--- config.mk ---
export PLATFORM = sky130hd
export DESIGN_NAME = hex_display_updater
export DESIGN_NICKNAME = d
export VERILOG_FILES = /design/src/rtl/hex_display_updater.sv
export SDC_FILE = /design/constraint.sdc
export NUM_CORES = 1
export LEC_CHECK = 0
export CORE_MARGIN = 4
export CORE_UTILIZATION = 47
export DETAILED_ROUTE_END_ITERATION = 7
export PLACE_DENSITY = 0.77
export SYNTH_ARGS = -nofsm -noshare
export SYNTH_HDL_FRONTEND = slang
export SYNTH_SLANG_ARGS = --single-unit
--- constraint.sdc ---
create_clock -name clk -period 2 [get_ports clk]
set_input_delay 0.5 -clock clk [delete_from_list [all_inputs] [get_ports clk]]
set_output_delay 0.5 -clock clk [all_outputs]
set_load 0.01 [all_outputs]
--- src/rtl/hex_display_updater.sv ---
// Time-multiplexes one external seven-segment decoder across NUM_DIGITS hold
// registers, with leading-zero blanking and per-digit blinking on the outputs.
module hex_display_updater #(
  parameter int NUM_DIGITS = 6,
  parameter int BLINK_DIV  = 25000000
) (
  input  logic                    clk,
  input  logic                    rst_n,
  input  logic                    load_valid,
  output logic                    load_ready,
  input  logic [4*NUM_DIGITS-1:0] load_value,
  input  logic                    lz_en,
  input  logic [NUM_DIGITS-1:0]   blink_mask,
  output logic [3:0]              dec_nibble,
  input  logic [6:0]              dec_seg,
  output logic [7*NUM_DIGITS-1:0] hex_out,
  output logic                    update_done
);

  localparam int IDX_W = $clog2(NUM_DIGITS);
  localparam int CNT_W = $clog2(BLINK_DIV);

  localparam logic [IDX_W-1:0] LAST_IDX  = IDX_W'(NUM_DIGITS - 1);
  localparam logic [CNT_W-1:0] CNT_LAST  = CNT_W'(BLINK_DIV - 1);
  localparam logic [6:0]       SEG_BLANK = 7'h7F;

  typedef enum logic {
    IDLE,
    UPDATE
  } state_t;

  state_t                  state;
  state_t                  state_next;
  logic [IDX_W-1:0]        idx;
  logic [IDX_W-1:0]        idx_next;
  logic                    done_next;
  logic [4*NUM_DIGITS-1:0] shadow;
  logic                    lz_flag;
  logic [6:0]              hold [NUM_DIGITS];
  logic [CNT_W-1:0]        blink_cnt;
  logic                    blink_phase;

  logic                    accept;
  logic                    last_digit;
  logic                    upper_zero;
  logic                    blank_this;
  logic [6:0]              seg_write;

  assign load_ready = (state == IDLE);
  assign accept     = load_valid && load_ready;
  assign last_digit = (idx == LAST_IDX);

  // ---------------------------------------------------------------------------
  // Sequencer FSM
  // ---------------------------------------------------------------------------
  // NOTE: every flop is written with <= so all registers update from the
  // pre-edge values; blocking = here would make ordering change behaviour.
  always_ff @(posedge clk or negedge rst_n) begin
    if (!rst_n) begin
      state       <= IDLE;
      idx         <= '0;
      update_done <= 1'b0;
    end else begin
      state       <= state_next;
      idx         <= idx_next;
      update_done <= done_next;
    end
  end

  // NOTE: defaults first so no path through the case leaves a signal
  // unassigned, which would otherwise infer a latch.
  always_comb begin
    state_next = state;
    idx_next   = idx;
    done_next  = 1'b0;
    unique case (state)
      IDLE: begin
        if (accept) begin
          state_next = UPDATE;
          idx_next   = '0;
        end
      end
      UPDATE: begin
        if (last_digit) begin
          state_next = IDLE;
          idx_next   = '0;
          done_next  = 1'b1;
        end else begin
          idx_next = idx + 1'b1;
        end
      end
      default: begin
        state_next = IDLE;
        idx_next   = '0;
      end
    endcase
  end

  // ---------------------------------------------------------------------------
  // Request capture
  // ---------------------------------------------------------------------------
  always_ff @(posedge clk or negedge rst_n) begin
    if (!rst_n) begin
      shadow  <= '0;
      lz_flag <= 1'b0;
    end else if (accept) begin
      shadow  <= load_value;
      lz_flag <= lz_en;
    end
  end

  // Nibble mux to the shared decoder; shadow is zero in reset so this is too.
  always_comb begin
    dec_nibble = 4'h0;
    for (int i = 0; i < NUM_DIGITS; i++) begin
      if (idx == IDX_W'(i)) dec_nibble = shadow[4*i +: 4];
    end
  end

  // Leading-zero test: current digit and everything above it are zero.
  always_comb begin
    upper_zero = 1'b1;
    for (int i = 0; i < NUM_DIGITS; i++) begin
      if ((IDX_W'(i) >= idx) && (shadow[4*i +: 4] != 4'h0)) upper_zero = 1'b0;
    end
  end

  assign blank_this = lz_flag && (idx != '0) && upper_zero;
  assign seg_write  = blank_this ? SEG_BLANK : dec_seg;

  // ---------------------------------------------------------------------------
  // Per-digit hold registers
  // ---------------------------------------------------------------------------
  // NOTE: the hold array is a bank of flops, not RAM, so it is reset to blank
  // to keep the display dark until the first update completes.
  always_ff @(posedge clk or negedge rst_n) begin
    if (!rst_n) begin
      for (int i = 0; i < NUM_DIGITS; i++) hold[i] <= SEG_BLANK;
    end else if (state == UPDATE) begin
      for (int i = 0; i < NUM_DIGITS; i++) begin
        if (idx == IDX_W'(i)) hold[i] <= seg_write;
      end
    end
  end

  // ---------------------------------------------------------------------------
  // Free-running blink timebase
  // ---------------------------------------------------------------------------
  always_ff @(posedge clk or negedge rst_n) begin
    if (!rst_n) begin
      blink_cnt   <= '0;
      blink_phase <= 1'b0;
    end else if (blink_cnt == CNT_LAST) begin
      blink_cnt   <= '0;
      blink_phase <= ~blink_phase;
    end else begin
      blink_cnt   <= blink_cnt + 1'b1;
    end
  end

  // Blinking masks the held pattern only; hold contents are untouched.
  always_comb begin
    hex_out = '0;
    for (int i = 0; i < NUM_DIGITS; i++) begin
      hex_out[7*i +: 7] = (blink_mask[i] && blink_phase) ? SEG_BLANK : hold[i];
    end
  end

endmodule

# --- Word level (Yosys, flattened, before mapping) ---
# Cells that the tools add are included.
totals:
  register_bits: 98
  latchBits: 0
  mem_bits_rw: 0
  romBits: 0
  in_bits: 41
  out_inout_bits: 48
  elab_cells: 87
  mem_count: 0
op_classes:
  add_sub_neg: 2
  mul: 0
  div: 0
  magnitude_cmp: 6
  n_eq_ne: 7
  shifts: 0
  n_mux: 28
  bitwise: 2
  n_reduce_logical: 29
ops:
  columns: ["operator", "n"]
  rows:
  - ["two-way mux 7 bit", 7]
  - ["adder 25 x 1 -> 25 bit (second input constant)", 1]
  - ["== test 25 bit (second input constant)", 1]
  - ["two-way mux 25 bit", 1]
  - ["two-way mux 4 bit", 6]
  - ["nonzero test 4 bit", 6]
  - ["logical AND 1 bit", 15]
  - ["AND reduction 2 bit", 6]
  - ["two-way mux 1 bit", 10]
  - ["== test 3 x 2 -> 1 bit (second input constant)", 2]
  - ["== test 3 bit (second input constant)", 2]
  - ["greater-or-equal comparator 1 x 3 -> 1 bit (first input constant)", 2]
  - ["greater-or-equal comparator 2 x 3 -> 1 bit (first input constant)", 2]
  - ["greater-or-equal comparator 3 bit (first input constant)", 2]
  - ["two-way mux 3 bit", 2]
  - ["case mux 3 bit (2 select lines)", 1]
  - ["adder 3 x 1 -> 3 bit (second input constant)", 1]
  - ["== test 3 x 1 -> 1 bit (second input constant)", 1]
  - ["zero test 3 bit", 1]
  - ["nonzero test 3 bit", 1]
  - ["!= test 2 x 1 -> 1 bit (second input constant)", 1]
  - ["inverter 1 bit", 2]
  - ["case mux 1 bit (2 select lines)", 1]

# --- Logic depth before layout (Yosys ltp) ---
logic_depth:
  ltp_word: 10
  ltp_mapped: 9
  depth_no_buf: 7

# --- Least setup slack after synthesis ---
# No wires, ideal clock.
synth_path:
  path_type: "register to output"
  start: "reg idx[0]"
  end: "out dec_nibble[0]"
  t_arrival_ns: 1.553
  required_ns: 1.500
  path_slack_ns: -0.053
  path_stages_with_launch: 7
  path_buffers: 0
  path_cell_list: "dfrtp_1 -> inv_1 -> ha_1 -> a21boi_0 -> a221o_1 -> a221oi_1 -> nor2_1"
synth_between:
  elab_chain_cells: 7
  word_cells_on_any_way: 12
  cone_classes: "5 x eq/ne; 6 x mux; 1 x reduce/logical"
synth_rtl:
  columns: ["item", "line", "source"]
  rows:
  - ["from (decl)", "34", "logic [IDX_W-1:0] idx;"]
  - ["from (signal assigned)", "65", "idx <= idx_next;"]
  - ["zero test 3 bit", "116", "if (idx == IDX_W'(i)) dec_nibble = shadow[4*i +: 4];"]
  - ["two-way mux 4 bit (5 in series)", "116", null]
  - ["two-way mux 4 bit (*)", "116", null]
  - ["to (decl)", "14", "output logic [3:0] dec_nibble,"]
# Every way passes the cells marked *; elsewhere a longest branch is shown, timed or not.

# --- Worst setup path after layout ---
layout_path:
  start: "reg idx[1]"
  end: "out dec_nibble[1]"
# Same word-level chain as after synthesis.

==> summary.txt <==
Primary FF master, synth = dfrtp_1
Area growth, synth to finish = 36.6%
RR Startpoint = idx[1]
Core area = 0.00977 sq mm
Async SR Flop Fraction = 100%
Max_cap viols = 0
Top post-synthesis cells by area = dfrtp_1 30%, dfstp_2 23%, mux2_2 6.9%
Critical path class = flop to primary output
Crit Reg-Reg Endpoint = hold[22]
Max H-tree Level = 3
Die extent in y = 108 microns
Period utilization = 121%
Seq/Total Area, Yosys = 52.9%
Final std cells w/o fill = 737
Final hold vios = 0
Register bit total from synthesis = 98
Power Density = 1370 mW/mm^2
Total power draw = 8.86 mW
Leak = 2.89 nW
Num CTS Buffers = 9
Total gr overflow = 0
Period minus WS final = 2.41 ns
Die area = 0.0117 sq mm
Placed cells = 714
Pre-Repair DR Iteration Count = 4
Placed instance area = 0.00604 sq mm
DRC = 0
Fmax = 414 MHz
Average size of a mapped cell = 10.1 sq um
CTS Hold Bufs = 0
I/O pin total = 89
RSZ-0062 raised after global routing = true
Synthesized instance count = 471
Vias/cell = 5.34
Maximum VDD drop = 0.704 mV
Clock Latency Late Sink = 0.37 ns
Slew margin rel. = 67.4%
Post-layout util = 66.2%
Largest fanout on the critical path = 4
Post-route ant nets = 0
Data required time at the worst endpoint = 1.50 ns
Gpl congestion = 0.859
Number of synthesized flops with an enable pin = 0
Count leader, synth = nor2_1
Post-DP HPWL = 8530 microns
Syn Nets = 516
CTS clk-pin slew, worst paths = 0.09 ns
R2r setup slk = -0.01 ns
First DRT Iteration DRCs = 168
WL final = 12100 microns
Ratio of cells with drive above 1 in the final layout = 32.3%
Worst Reg2Reg Path Length in Cells = 11
Via count = 3939
Final setup margin = -0.414 ns
Mapped cell area = 0.00474 sq mm
Fillers = 786
Root buffer cell = clkbuf_8
Status = finished with violations
Number of distinct library cells after synthesis = 47
# nets final = 644
CTS tree = yes
Synth top cells by count = 79 x nor2_1, 56 x dfrtp_1, 43 x nand2b_1
Setup violations, final = 6
FP Rows = 36
Largest net degree at the start of global routing = 37
Clock Sinks = 98
Drt wl/cell = 16.5 microns
Pins Over Slew Limit = 0
Finished Cell Area = 0.00647 sq mm
Clk buf depth = 2
# diodes = 0
Crit. End Element = primary output
Failing checks = negative setup slack
Initial antenna violation count = 0
Biggest area consumer among synthesized cells = dfrtp_1
Crit path from = idx[1]
Vias in the first global route = 3911
Overall Global Routing Usage = 20.5%
Clk_skew = 0.00908 ns
Critical path arrival = 1.91 ns
Worst slew pin tran = 0.490 ns
Initial Util = 48.5%
Die width = 108 microns
Setup_tns = -1.65 ns
Last element of the critical path = dec_nibble[1]
First-pass GRT wire length = 19000 microns
Syn. warnings = 0
Min-Delay Path Class = input port to asynchronous set/reset pin
CP Launch Type = flop
Synth top area share = 29.6%
Port bufs = 88
[final cells by class]
cell class / instances / area (sq um) / share of cell area, %
inverters: 12 / 45.0 / 0.696
flip-flops and latches: 98 / 2510 / 38.8
repair buffers: 134 / 1220 / 18.8
well taps: 133 / 166 / 2.57
clock inverters: 2 / 11.3 / 0.174
clock buffers: 14 / 215 / 3.33
multi-input cells: 344 / 2310 / 35.6
[metal layers]
metal | up-vias | share of wire [%] | wire length (microns) | global-route usage, %
met4 | 0 | 1.8 | 223 | 5.68
met2 | 113 | 49 | 5960 | 34.2
met1 | 1947 | 43 | 5240 | 26.7
li1 | 1859 | - | - | -
met3 | 20 | 5.9 | 713 | 5.07
met5 | - | 0 | 0 | 0
[worst max-delay path, stage by stage, from the launching register on]
cell	delay, ns
dfrtp_2	0.46
buf_4	0.16
buf_4	0.14
nor2b_2	0.17
a21oi_1	0.17
nor2_1	0.07
a221oi_2	0.16
nor2_1	0.07
buf_2	0.14
[how the worst min path moves through the flow]
stage / startpoint / endpoint / slack [ns] / cells past startpoint
6_report: rst_n / update_done / 0.09 / 1
5_1_grt: rst_n / update_done / 0.08 / 1
4_1_cts: rst_n / update_done / 0.1 / 1
3_5_place_dp: hold[0] / hold[0] / 0.47 / 2
3_3_place_gp: hold[11] / hold[11] / 0.46 / 2
2_1_floorplan: rst_n / blink_cnt[0] / 0.20 / 0
[timing repair]
item                                    4_1_cts  5_1_grt
pin swaps                                    10        9
gates cloned                                  0        2
gates resized for setup                      86       56
setup buffers                                 3        2
endpoints found under the setup margin       46       45
[layout by cell type, fill, tap and decap left out, types with 3 or more instances in the layout]
cell type / Yosys / layout
a21oi_1: 30 / 9
nor2b_1: 7 / 3
inv_1: 12 / 10
a221oi_2: 0 / 3
dfrtp_1: 56 / 54
nand2b_1: 43 / 43
a221o_1: 3 / 3
mux2_2: 29 / 29
nor2b_2: 0 / 3
a21oi_2: 0 / 20
buf_2: 4 / 4
nor3_1: 6 / 5
nand3_1: 12 / 12
xor2_1: 12 / 12
nand4_1: 4 / 4
nor2_1: 79 / 79
buf_6: 1 / 5
buf_4: 0 / 38
nand2_1: 39 / 33
buf_12: 0 / 3
clkbuf_8: 0 / 12
o21ai_0: 24 / 22
xnor2_1: 9 / 9
clkdlybuf4s50_1: 0 / 41
clkbuf_2: 0 / 4
nand2_2: 0 / 4
and4_1: 3 / 3
and3_1: 5 / 5
clkdlybuf4s15_1: 0 / 14
dlygate4sd2_1: 0 / 24
dfstp_2: 42 / 42
[registers in the layout, summed over array words and instances (netlist names)]
signal	flops
blink_cnt	25
blink_phase	1
lz_flag	1
state	1
idx	3
update_done	1
shadow	24
hold	42
[logic make-up after synthesis]
kind of cell	Yosys count	synth area share, %
AND/OR/NAND/NOR	217	23.5
flip-flops	98	52.9
AO/OA/AOI/OAI	73	9.22
buffers and inverters	29	2.56
multiplexers	29	6.89
XOR/XNOR	21	3.88
adder cells (fa/ha/maj)	4	1.06
[power breakdown]
part	total (mW)	switching [mW]	leakage, nW	internal [mW]
combinational	4.05	1.97	1.63	2.09
clock	1.38	0.675	0.119	0.706
sequential	3.43	0.444	1.15	2.98
[metrics by stage]
| stage | setup slack, ns | hold slack (ns) |
|---|---|---|
| floorplan | 0.00362 | 0.204 |
| global placement | -0.391 | 0.465 |
| detailed placement | -0.491 | 0.473 |
| CTS | -0.463 | 0.0951 |
| global route | -0.518 | 0.0848 |
| finish | -0.414 | 0.0877 |
(Power assumes the default switching activity.)
